--- config.mk ---
export PLATFORM = sky130hd
export DESIGN_NAME = apb_node_pipe
export DESIGN_NICKNAME = d
export VERILOG_FILES = /design/src/rtl/apb_node_pipe_pkg.sv /design/src/rtl/apb_addr_decode.sv /design/src/rtl/apb_node_pipe.sv
export SDC_FILE = /design/constraint.sdc
export NUM_CORES = 1
export LEC_CHECK = 0
export CAP_MARGIN = 20
export CORE_AREA = 10 10 378 380
export CTS_CLUSTER_DIAMETER = 40
export DETAILED_ROUTE_END_ITERATION = 12
export DIE_AREA = 0 0 388 390
export SETUP_SLACK_MARGIN = 0.1
export SLEW_MARGIN = 20
export SYNTH_ARGS = -nofsm -noshare
export SYNTH_HDL_FRONTEND = slang
export SYNTH_HIERARCHICAL = 1
export SYNTH_SLANG_ARGS = --single-unit
--- constraint.sdc ---
create_clock -name clk_i -period 2.2 [get_ports clk_i]
set_input_delay 0.22 -clock clk_i [delete_from_list [all_inputs] [get_ports clk_i]]
set_output_delay 0.22 -clock clk_i [all_outputs]
set_load 0.01 [all_outputs]
--- src/rtl/apb_node_pipe_pkg.sv ---
// Shared types for the registered APB 1-to-N node: FSM states and the address rule record.
package apb_node_pipe_pkg;

  // Rule addresses are stored at a fixed width so the record is independent of the node's address width.
  localparam int unsigned RULE_ADDR_W = 64;

  typedef enum logic [1:0] {
    IDLE,
    MSETUP,
    MACCESS,
    RESP
  } state_e;

  typedef struct packed {
    logic [RULE_ADDR_W-1:0] start_addr;
    logic [RULE_ADDR_W-1:0] end_addr;
    logic                   en;
  } rule_t;

  function automatic int unsigned idx_width(input int unsigned n);
    return (n > 1) ? $clog2(n) : 1;
  endfunction

endpackage

--- src/rtl/apb_addr_decode.sv ---
// Combinational address decoder: inclusive unsigned range match, lowest enabled rule index wins.
module apb_addr_decode
  import apb_node_pipe_pkg::*;
#(
  parameter int unsigned NB_RULES = 8,
  parameter int unsigned IDX_W    = idx_width(NB_RULES)
) (
  input  logic [RULE_ADDR_W-1:0] addr_i,
  input  rule_t [NB_RULES-1:0]   rules_i,
  output logic                   hit_o,
  output logic [IDX_W-1:0]       idx_o
);

  // Scanning from the top down lets the lowest matching index overwrite the others.
  always_comb begin
    hit_o = 1'b0;
    idx_o = '0;
    for (int k = int'(NB_RULES) - 1; k >= 0; k--) begin
      if (rules_i[k].en &&
          (addr_i >= rules_i[k].start_addr) &&
          (addr_i <= rules_i[k].end_addr)) begin
        hit_o = 1'b1;
        idx_o = IDX_W'(k);
      end
    end
  end

endmodule

--- src/rtl/apb_node_pipe.sv ---
// Registered APB 1-to-N node: decodes one bridge transfer, replays it on a single master port
// from flops, and returns the response with error reporting for unmapped and timed-out accesses.
module apb_node_pipe
  import apb_node_pipe_pkg::*;
#(
  parameter int unsigned NB_MASTER      = 8,
  parameter int unsigned APB_ADDR_WIDTH = 32,
  parameter int unsigned APB_DATA_WIDTH = 32,
  parameter int unsigned TIMEOUT_CYCLES = 256,
  parameter int unsigned TO_CNT_W       = $clog2(TIMEOUT_CYCLES + 1)
) (
  input  logic                                          clk_i,
  input  logic                                          rst_ni,
  input  logic                                          psel_i,
  input  logic                                          penable_i,
  input  logic                                          pwrite_i,
  input  logic [APB_ADDR_WIDTH-1:0]                     paddr_i,
  input  logic [APB_DATA_WIDTH-1:0]                     pwdata_i,
  input  logic [APB_DATA_WIDTH/8-1:0]                   pstrb_i,
  input  logic [2:0]                                    pprot_i,
  output logic [APB_DATA_WIDTH-1:0]                     prdata_o,
  output logic                                          pready_o,
  output logic                                          pslverr_o,
  output logic [NB_MASTER-1:0]                          psel_o,
  output logic                                          penable_o,
  output logic                                          pwrite_o,
  output logic [APB_ADDR_WIDTH-1:0]                     paddr_o,
  output logic [APB_DATA_WIDTH-1:0]                     pwdata_o,
  output logic [APB_DATA_WIDTH/8-1:0]                   pstrb_o,
  output logic [2:0]                                    pprot_o,
  input  logic [NB_MASTER-1:0][APB_DATA_WIDTH-1:0]      prdata_i,
  input  logic [NB_MASTER-1:0]                          pready_i,
  input  logic [NB_MASTER-1:0]                          pslverr_i,
  input  logic [NB_MASTER-1:0][APB_ADDR_WIDTH-1:0]      start_addr_i,
  input  logic [NB_MASTER-1:0][APB_ADDR_WIDTH-1:0]      end_addr_i,
  input  logic [NB_MASTER-1:0]                          rule_en_i,
  output logic                                          timeout_o
);

  localparam int unsigned STRB_W   = APB_DATA_WIDTH / 8;
  localparam int unsigned IDX_W    = idx_width(NB_MASTER);
  localparam int unsigned CNT_W    = (TO_CNT_W > 0) ? TO_CNT_W : 1;
  localparam int unsigned TO_LIMIT = (TIMEOUT_CYCLES > 0) ? TIMEOUT_CYCLES - 1 : 0;

  state_e                    state_q, state_d;
  logic [NB_MASTER-1:0]      psel_q, psel_d;
  logic                      penable_q, penable_d;
  logic                      pwrite_q, pwrite_d;
  logic [APB_ADDR_WIDTH-1:0] paddr_q, paddr_d;
  logic [APB_DATA_WIDTH-1:0] pwdata_q, pwdata_d;
  logic [STRB_W-1:0]         pstrb_q, pstrb_d;
  logic [2:0]                pprot_q, pprot_d;
  logic [IDX_W-1:0]          idx_q, idx_d;
  logic [APB_DATA_WIDTH-1:0] rdata_q, rdata_d;
  logic                      err_q, err_d;
  logic [CNT_W-1:0]          cnt_q, cnt_d;
  logic                      timeout_q, timeout_d;
  logic                      resp_done_q, resp_done_d;

  rule_t [NB_MASTER-1:0]     rules;
  logic                      dec_hit;
  logic [IDX_W-1:0]          dec_idx;
  logic                      to_hit;

  always_comb begin
    rules = '0;
    for (int k = 0; k < int'(NB_MASTER); k++) begin
      rules[k].start_addr = RULE_ADDR_W'(start_addr_i[k]);
      rules[k].end_addr   = RULE_ADDR_W'(end_addr_i[k]);
      rules[k].en         = rule_en_i[k];
    end
  end

  apb_addr_decode #(
    .NB_RULES (NB_MASTER),
    .IDX_W    (IDX_W)
  ) u_decode (
    .addr_i  (RULE_ADDR_W'(paddr_i)),
    .rules_i (rules),
    .hit_o   (dec_hit),
    .idx_o   (dec_idx)
  );

  assign to_hit = (TIMEOUT_CYCLES != 0) && (cnt_q == CNT_W'(TO_LIMIT));

  // resp_done_q blocks re-accepting a bridge access phase still held in the cycle after RESP.
  always_comb begin
    state_d     = state_q;
    psel_d      = psel_q;
    penable_d   = penable_q;
    pwrite_d    = pwrite_q;
    paddr_d     = paddr_q;
    pwdata_d    = pwdata_q;
    pstrb_d     = pstrb_q;
    pprot_d     = pprot_q;
    idx_d       = idx_q;
    rdata_d     = rdata_q;
    err_d       = err_q;
    cnt_d       = cnt_q;
    timeout_d   = 1'b0;
    resp_done_d = 1'b0;

    unique case (state_q)
      IDLE: begin
        if (psel_i && penable_i && !resp_done_q) begin
          pwrite_d = pwrite_i;
          paddr_d  = paddr_i;
          pwdata_d = pwdata_i;
          pstrb_d  = pstrb_i;
          pprot_d  = pprot_i;
          rdata_d  = '0;
          if (dec_hit) begin
            psel_d          = '0;
            psel_d[dec_idx] = 1'b1;
            penable_d       = 1'b0;
            idx_d           = dec_idx;
            err_d           = 1'b0;
            state_d         = MSETUP;
          end else begin
            err_d   = 1'b1;
            state_d = RESP;
          end
        end
      end

      MSETUP: begin
        penable_d = 1'b1;
        cnt_d     = '0;
        state_d   = MACCESS;
      end

      MACCESS: begin
        // A ready peripheral takes precedence over an expiring watchdog in the same cycle.
        if (pready_i[idx_q]) begin
          rdata_d   = pwrite_q ? '0 : prdata_i[idx_q];
          err_d     = pslverr_i[idx_q];
          psel_d    = '0;
          penable_d = 1'b0;
          state_d   = RESP;
        end else if (to_hit) begin
          rdata_d   = '0;
          err_d     = 1'b1;
          psel_d    = '0;
          penable_d = 1'b0;
          timeout_d = 1'b1;
          state_d   = RESP;
        end else begin
          cnt_d = cnt_q + 1'b1;
        end
      end

      RESP: begin
        rdata_d     = '0;
        err_d       = 1'b0;
        resp_done_d = 1'b1;
        state_d     = IDLE;
      end

      default: state_d = IDLE;
    endcase
  end

  always_ff @(posedge clk_i or negedge rst_ni) begin
    if (!rst_ni) begin
      state_q     <= IDLE;
      psel_q      <= '0;
      penable_q   <= 1'b0;
      pwrite_q    <= 1'b0;
      paddr_q     <= '0;
      pwdata_q    <= '0;
      pstrb_q     <= '0;
      pprot_q     <= '0;
      idx_q       <= '0;
      rdata_q     <= '0;
      err_q       <= 1'b0;
      cnt_q       <= '0;
      timeout_q   <= 1'b0;
      resp_done_q <= 1'b0;
    end else begin
      state_q     <= state_d;
      psel_q      <= psel_d;
      penable_q   <= penable_d;
      pwrite_q    <= pwrite_d;
      paddr_q     <= paddr_d;
      pwdata_q    <= pwdata_d;
      pstrb_q     <= pstrb_d;
      pprot_q     <= pprot_d;
      idx_q       <= idx_d;
      rdata_q     <= rdata_d;
      err_q       <= err_d;
      cnt_q       <= cnt_d;
      timeout_q   <= timeout_d;
      resp_done_q <= resp_done_d;
    end
  end

  assign psel_o    = psel_q;
  assign penable_o = penable_q;
  assign pwrite_o  = pwrite_q;
  assign paddr_o   = paddr_q;
  assign pwdata_o  = pwdata_q;
  assign pstrb_o   = pstrb_q;
  assign pprot_o   = pprot_q;
  assign timeout_o = timeout_q;

  assign pready_o  = (state_q == RESP);
  assign pslverr_o = (state_q == RESP) ? err_q : 1'b0;
  assign prdata_o  = (state_q == RESP) ? rdata_q : '0;

endmodule
# After elaboration in Yosys (flattened, before gate mapping)
# Cells that the tools add are included.
# totals
word_cells,133
input_bits,868
output_inout_bits,116
latch_bits,0
mem_bits_ro,0
ramBits,0
n_memories,0
ff_bits,130
# op_classes
addsub,1
mux,58
n_mul,0
eq_ne,9
n_bitwise,0
n_div,0
reduce_logical,32
n_lt_le_gt_ge,19
shifts,0
# op_table
op,n
$ge A32 B32 Y1,8
$le A32 B32 Y1,8
$mux W32,6
$bmux W32 S3,1
$pmux W32 S3,1
$mux W8,4
$mux W1,24
$mux W3,8
$logic_and A1 B1 Y1,19
$mux W9,2
$pmux W9 S2,1
$pmux W8 S2,1
$add A9 B1 Y9 const B,1
$eq A9 B8 Y1 const B,1
$reduce_and A3 Y1,3
$lt A3 B4 Y1 const B,2
$mux W2,4
$ne A2 B2 Y1 const B,4
$pmux W2 S4,1
$reduce_and A4 Y1,2
$bmux W1 S3,2
$pmux W1 S3,2
$reduce_bool A3 Y1,2
$eq A2 B2 Y1 const B,2
other kinds (8),10

# Longest topological paths before layout
# logic_depth
ltp_word,18
mapped_depth,16
depth_no_buf,16

# Cells and area by module
# The synthesis kept the hierarchy.
# by_module_without_submodules
mod,seq_area_each_um2,instances,cells_each,area_per_inst_um2
apb_addr_decode,0.0,1,3631,25732.2
apb_node_pipe,3253.1,1,710,7697.4

# Worst setup path before layout
# OpenSTA, ideal clock, no wires.
# synth_timing
kind,input port to flip-flop
start,in paddr_i[0]
end,"reg psel_q[4], in the netlist psel_o[4]"
path_slack_ps,-1135
t_required_ps,2136
t_arrival_ps,3271
cell_stages,15
setup_time_ps,64
path_buffers,0
cell_sequence,inv_1 > ha_1 > nand2b_1 > a21o_1 > a211oi_1 > o211ai_1 > a221o_1 > a2bb2oi_1 > a22oi_1 > a21oi_1 > and2_1 > nor2b_2 > or4b_2 > nor3_1 > a21o_1
# synth_via
elab_chain_cells,18
word_cells_on_any_way,58
classes_between,order compare (18); eq/ne (1); mux (21); reduce/logical (18)
# synth_lines
element,line,rtl
"start, declared",apb_node_pipe.sv:17,"input logic [APB_ADDR_WIDTH-1:0] paddr_i,"
$ge A32 B32 Y1,apb_addr_decode.sv:20,(addr_i >= rules_i[k].start_addr) &&
$logic_and A1 B1 Y1,apb_addr_decode.sv:19,if (rules_i[k].en &&
$logic_and A1 B1 Y1,apb_addr_decode.sv:20,
$mux W3 (7 in a row),apb_addr_decode.sv:19,
$mux W3 *,apb_addr_decode.sv:19,
via dec_idx[2],apb_node_pipe.sv:62,logic [IDX_W-1:0] dec_idx;
$lt A3 B4 Y1 (implied by the code) or $ge A3 B1 Y1 (tied branches),apb_node_pipe.sv:114,psel_d[dec_idx] = 1'b1;
$logic_and A1 B1 Y1 (implied by the code),apb_node_pipe.sv:114,
$mux W1 (implied by the code),apb_node_pipe.sv:114,
$demux W1 S3 *,apb_node_pipe.sv:114,
$mux W8 *,apb_node_pipe.sv:112,if (dec_hit) begin
$mux W8 *,apb_node_pipe.sv:105,if (psel_i && penable_i && !resp_done_q) begin
$pmux W8 S2 *,apb_node_pipe.sv:103,unique case (state_q)
"end signal, assigned",apb_node_pipe.sv:181,psel_q <= psel_d;
"end, declared",apb_node_pipe.sv:46,"logic [NB_MASTER-1:0] psel_q, psel_d;"
# Mark *: on every way through the listed nets, which the timed path passes. The rest lies on a longest branch. The select of a mux whose other input is x is not followed.
# A chain may end at the register's enable or synchronous reset.

# Final worst setup path
# layout_timing
start,in paddr_i[0]
end,"reg psel_q[4], in the netlist psel_o[4]"
# layout_via
word_cells_on_any_way,58
classes_between,order compare (18); eq/ne (1); mux (21); reduce/logical (18)
# layout_rtl
element,line,rtl
$ge A32 B32 Y1,apb_addr_decode.sv:20,
$logic_and A1 B1 Y1,apb_addr_decode.sv:19,
$logic_and A1 B1 Y1,apb_addr_decode.sv:20,
$mux W1 (7 in a row),apb_addr_decode.sv:19,
$mux W1 *,apb_addr_decode.sv:19,
via dec_hit,apb_node_pipe.sv:61,logic dec_hit;
$ne A2 B2 Y1 (no line) *,n/a,
$reduce_and A4 Y1 (no line) *,n/a,
# Marked as above.

==> impl_metrics.py <==
metrics = {
    "worst_setup_path": {
        "crit_path_start_kind": "input pin",
        "critPathSlowestCell": "or4b_4",
        "worstPathMaxFanout": 5,
        "worstPathCellList": "buf_8 -> clkinvlp_4 -> buf_6 -> buf_8 -> buf_12 -> buf_12 -> ha_4 -> nor2b_1 -> o211ai_1 -> a21boi_4 -> or4b_4 -> a21oi_2 -> o21ai_2 -> a22oi_2 -> nor2_2 -> and3b_2 -> nand2_4 -> buf_6 -> nand2_4 -> or4b_4 -> nor3_2 -> a21o_1",
        "criticalPathCategory": "input pin to register",
        "critPathCaptureType": "register",
        "reg2reg_depth": 9,
        "required_ps": 2610,
        "crit_arrival_ps": 3830,
        "critPathMaxStageDelay_ps": 520,
    },
    "timing": {
        "min_period_over_period_pct": 155.5,
        "layout_setup_ws_ps": -1221,
        "hold_viol": 1,
        "rsz0062_at_grt": "yes",
        "worst_pin_slew_ps": 579.5,
        "max_freq_mhz": 292.3,
        "fin_skew_ps": 11.08,
        "worst_hold_slack_ps": -54.87,
        "max_slew_margin_pct": 61.20,
        "min_period_ps": 3421,
        "finalSetupViolations": 14,
        "drv_slew": 0,
    },
    "layout": {
        "layout-drive-gt1-share_pct": 14.24,
        "finish.instance_area_sq_um": 56260,
        "nFillCells": 13552,
        "regArea_sq_um": 3259,
        "syn_to_final_growth_pct": 68.29,
        "final_nets": 8651,
        "multi_input_area_sq_um": 31860,
    },
    "synthesis": {
        "ys_types": 84,
        "netlist_area_sq_um": 33430,
        "seq_area_frac_synth_pct": 9.731,
        "ys_ff_latch": 130,
        "avgSynthCellArea_sq_um": 7.701,
        "synth-edff-count": 0,
        "synth-async-reset-ratio_pct": 100.0,
        "synth_cells": 4341,
        "ys.flop_type": "dfrtp_1",
        "yosys_warnings": 6,
    },
    "power": {
        "power_per_cell_area_nw_per_um2": 422.7,
        "p_leak_nw": 29.12,
        "max-vdd-ir-drop_mv": 0.5728,
        "finalPower_mw": 23.78,
    },
    "drt": {
        "ant_nets": 0,
        "dr_total_vias": 38027,
        "first_pass_iters": 5,
        "drcViolationCount": 0,
        "drt_iter0_markers": 1771,
        "wire_per_inst_um": 20.88,
        "viasPerCell": 4.441,
        "routed_wl_um": 178800,
    },
    "clock_tree": {
        "cts-root-buf": "clkbuf_16",
        "cts_tree": "built",
        "max-clock-path-buffers": 2,
        "numCtsBuffers": 17,
        "clock-sinks": 130,
        "htreeDepth": 4,
        "insertion_delay_ps": 470,
        "clk_pin_slew_ps": 70,
        "cts_hold_buf": 1,
    },
    "global_routing": {
        "gr-total-overflow": 0,
        "antenna_found_initial": 57,
        "grt_pass1_wl_um": 249300,
        "grtUsageTotal_pct": 22.31,
        "grt_pass1_vias": 37928,
        "grt_max_degree": 73,
    },
    "placed_design": {
        "dp_hpwl_um": 158800,
        "port_buffers": 983,
        "placed_cell_area_sq_um": 52650,
        "gp_congestion": 0.9476,
    },
    "die": {
        "die_w_um": 388,
        "initial_utilization_pct": 24.77,
        "coreArea_sq_um": 135000,
        "die_area_sq_um": 151300,
        "chipHeight_um": 390,
        "fp-row-count": 135,
        "num_io_pins": 984,
    },
    "flow_run": {
        "cap_viol_max_count": 0,
    },
    "min_path": {
        "holdPathStages": 3,
        "hold_path_class": "input pin to register",
    },
    "status": {
        "violations": "negative hold slack, negative setup slack",
        "outcome": "finished with violations",
    },
}
flip-flops by register name (all words and copies together) (netlist names), 2 cells and up:
name / cells
rdata_q: 32
paddr_o: 32
idx_q: 3
psel_o: 8
pprot_o: 3
cnt_q: 9
pwdata_o: 32
state_q: 2
pstrb_o: 4
cells by family after synthesis:
| logic type | synth area share, % |
|---|---|
| buffers and inverters | 12.50 |
| adder cells (fa/ha/maj) | 38.59 |
| AND/OR/NAND/NOR | 15.18 |
| AO/OA/AOI/OAI | 18.00 |
| flip-flops | 9.731 |
| multiplexers | 5.880 |
| XOR/XNOR | 0.1048 |
| other | 0.01122 |
area by class of cell:
type | count | share of cell area, %
sequential | 130 | 5.794
tap | 1781 | 3.961
clock buffer | 18 | 0.7806
clock inverter | 13 | 0.2446
multi-input combinational | 4136 | 56.64
antenna | 17 | 0.07562
timing repair buffer | 1424 | 25.48
inverter | 1043 | 7.028
cells in the final DEF (no fill, tap or decap), drive strengths merged, types with 37 or more instances in the layout:
cell type	Yosys	routed
and2	37	37
ha	1031	1031
nand4	170	170
a211oi	37	37
dfrtp	130	130
clkdlybuf4s50	0	849
a21oi	348	348
nand3	98	98
nor3	38	38
nand2	436	436
dlymetal6s2s	0	40
inv	1043	1042
nor2	101	101
a21o	170	170
mux4	66	66
buf	22	476
conb	1	1024
o21ai	141	141
stage by stage:
stage / TNS (ps) / worst slack (ps) / hold WS [ps] / std cells / utilization (%)
5_1_grt: -17310 / -1323 / -45.75 / 8554 / 41.67
3_5_place_dp: -40750 / -3137 / 186.2 / 8438 / 39.01
6_report: -14940 / -1221 / -54.87 / 8562 / 41.69
4_1_cts: -17560 / -1392 / 0.8646 / 8501 / 40.27
3_3_place_gp: -42690 / -3336 / 187.1 / 8438 / 39.01
2_1_floorplan: -10580 / -880.7 / -75.59 / 5364 / -
cell usage after synthesis (10+ instances only):
master | n | area (sq um)
inv_1 | 1042 | 3911
nand4_1 | 170 | 1064
or4_1 | 11 | 82.58
buf_2 | 11 | 55.05
nand2_1 | 436 | 1637
a21boi_0 | 34 | 255.2
a221o_1 | 10 | 100.1
o21ai_0 | 141 | 705.7
nor4_1 | 27 | 168.9
nand2b_1 | 12 | 75.07
o211ai_1 | 25 | 187.7
mux2_2 | 35 | 394.1
and4_1 | 20 | 175.2
a31o_1 | 30 | 262.8
or3_1 | 10 | 62.56
mux4_2 | 66 | 1486
nand3_1 | 98 | 490.5
nor2_1 | 101 | 379.1
a21oi_1 | 346 | 1732
a211oi_1 | 37 | 277.8
o21a_1 | 19 | 142.6
dfrtp_1 | 130 | 3253
and2_1 | 37 | 231.5
nor2b_1 | 24 | 150.1
clkbuf_1 | 33 | 123.9
a221oi_1 | 31 | 271.5
and3_1 | 13 | 81.33
a2111oi_0 | 11 | 96.34
ha_1 | 1031 | 12900
nor3_1 | 38 | 190.2
a21o_1 | 170 | 1276
timing repair:
item                                    4_1_cts  5_1_grt
resized for setup                           302      333
buffers inserted                             33       43
hold endpoints to repair                     39        1
endpoints found under the setup margin       75       96
pin swaps                                    65      122
cloned                                        2        4
report_power, final:
| group | switching, mW | internal [mW] | leakage [nW] |
|---|---|---|---|
| Combinational | 8.23 | 8.58 | 27.2 |
| Sequential | 0.691 | 3.35 | 1.69 |
| Clock | 1.24 | 1.69 | 0.278 |
worst max-delay path: cells and delay by family:
kind | cells | cell delay [ps]
buffers and inverters | 7 | 840
adders and majority gates | 1 | 120
and+or+nand+nor | 8 | 1750
AOI/OAI and AO/OA | 6 | 860
layer usage:
metal	vias up	track usage [%]	share of wire (%)
met5	-	0	0.17
met4	50	5.251	3.0
met1	17591	28.43	44
met3	237	5.708	7.0
li1	19026	-	-
met2	1123	37.46	46
worst paths after layout:
kind / from / end / slack [ps]
worst max-delay path: paddr_i[0] / psel_o[4]$_DFFE_PN0P_ / -1220
worst min register to register: pstrb_o[3]$_DFFE_PN0P_ / pstrb_o[3]$_DFFE_PN0P_ / 470
max in group asynchronous: rst_ni / pwdata_o[17]$_DFFE_PN0P_ / 1110
worst max register to register: cnt_q[0]$_DFFE_PN0P_ / rdata_q[0]$_DFFE_PN0P_ / 10
worst min-delay path: paddr_i[0] / paddr_o[0]$_DFFE_PN0P_ / -50
min in group asynchronous: rst_ni / psel_o[2]$_DFFE_PN0P_ / 380
Power figures use the tool's default switching activity.
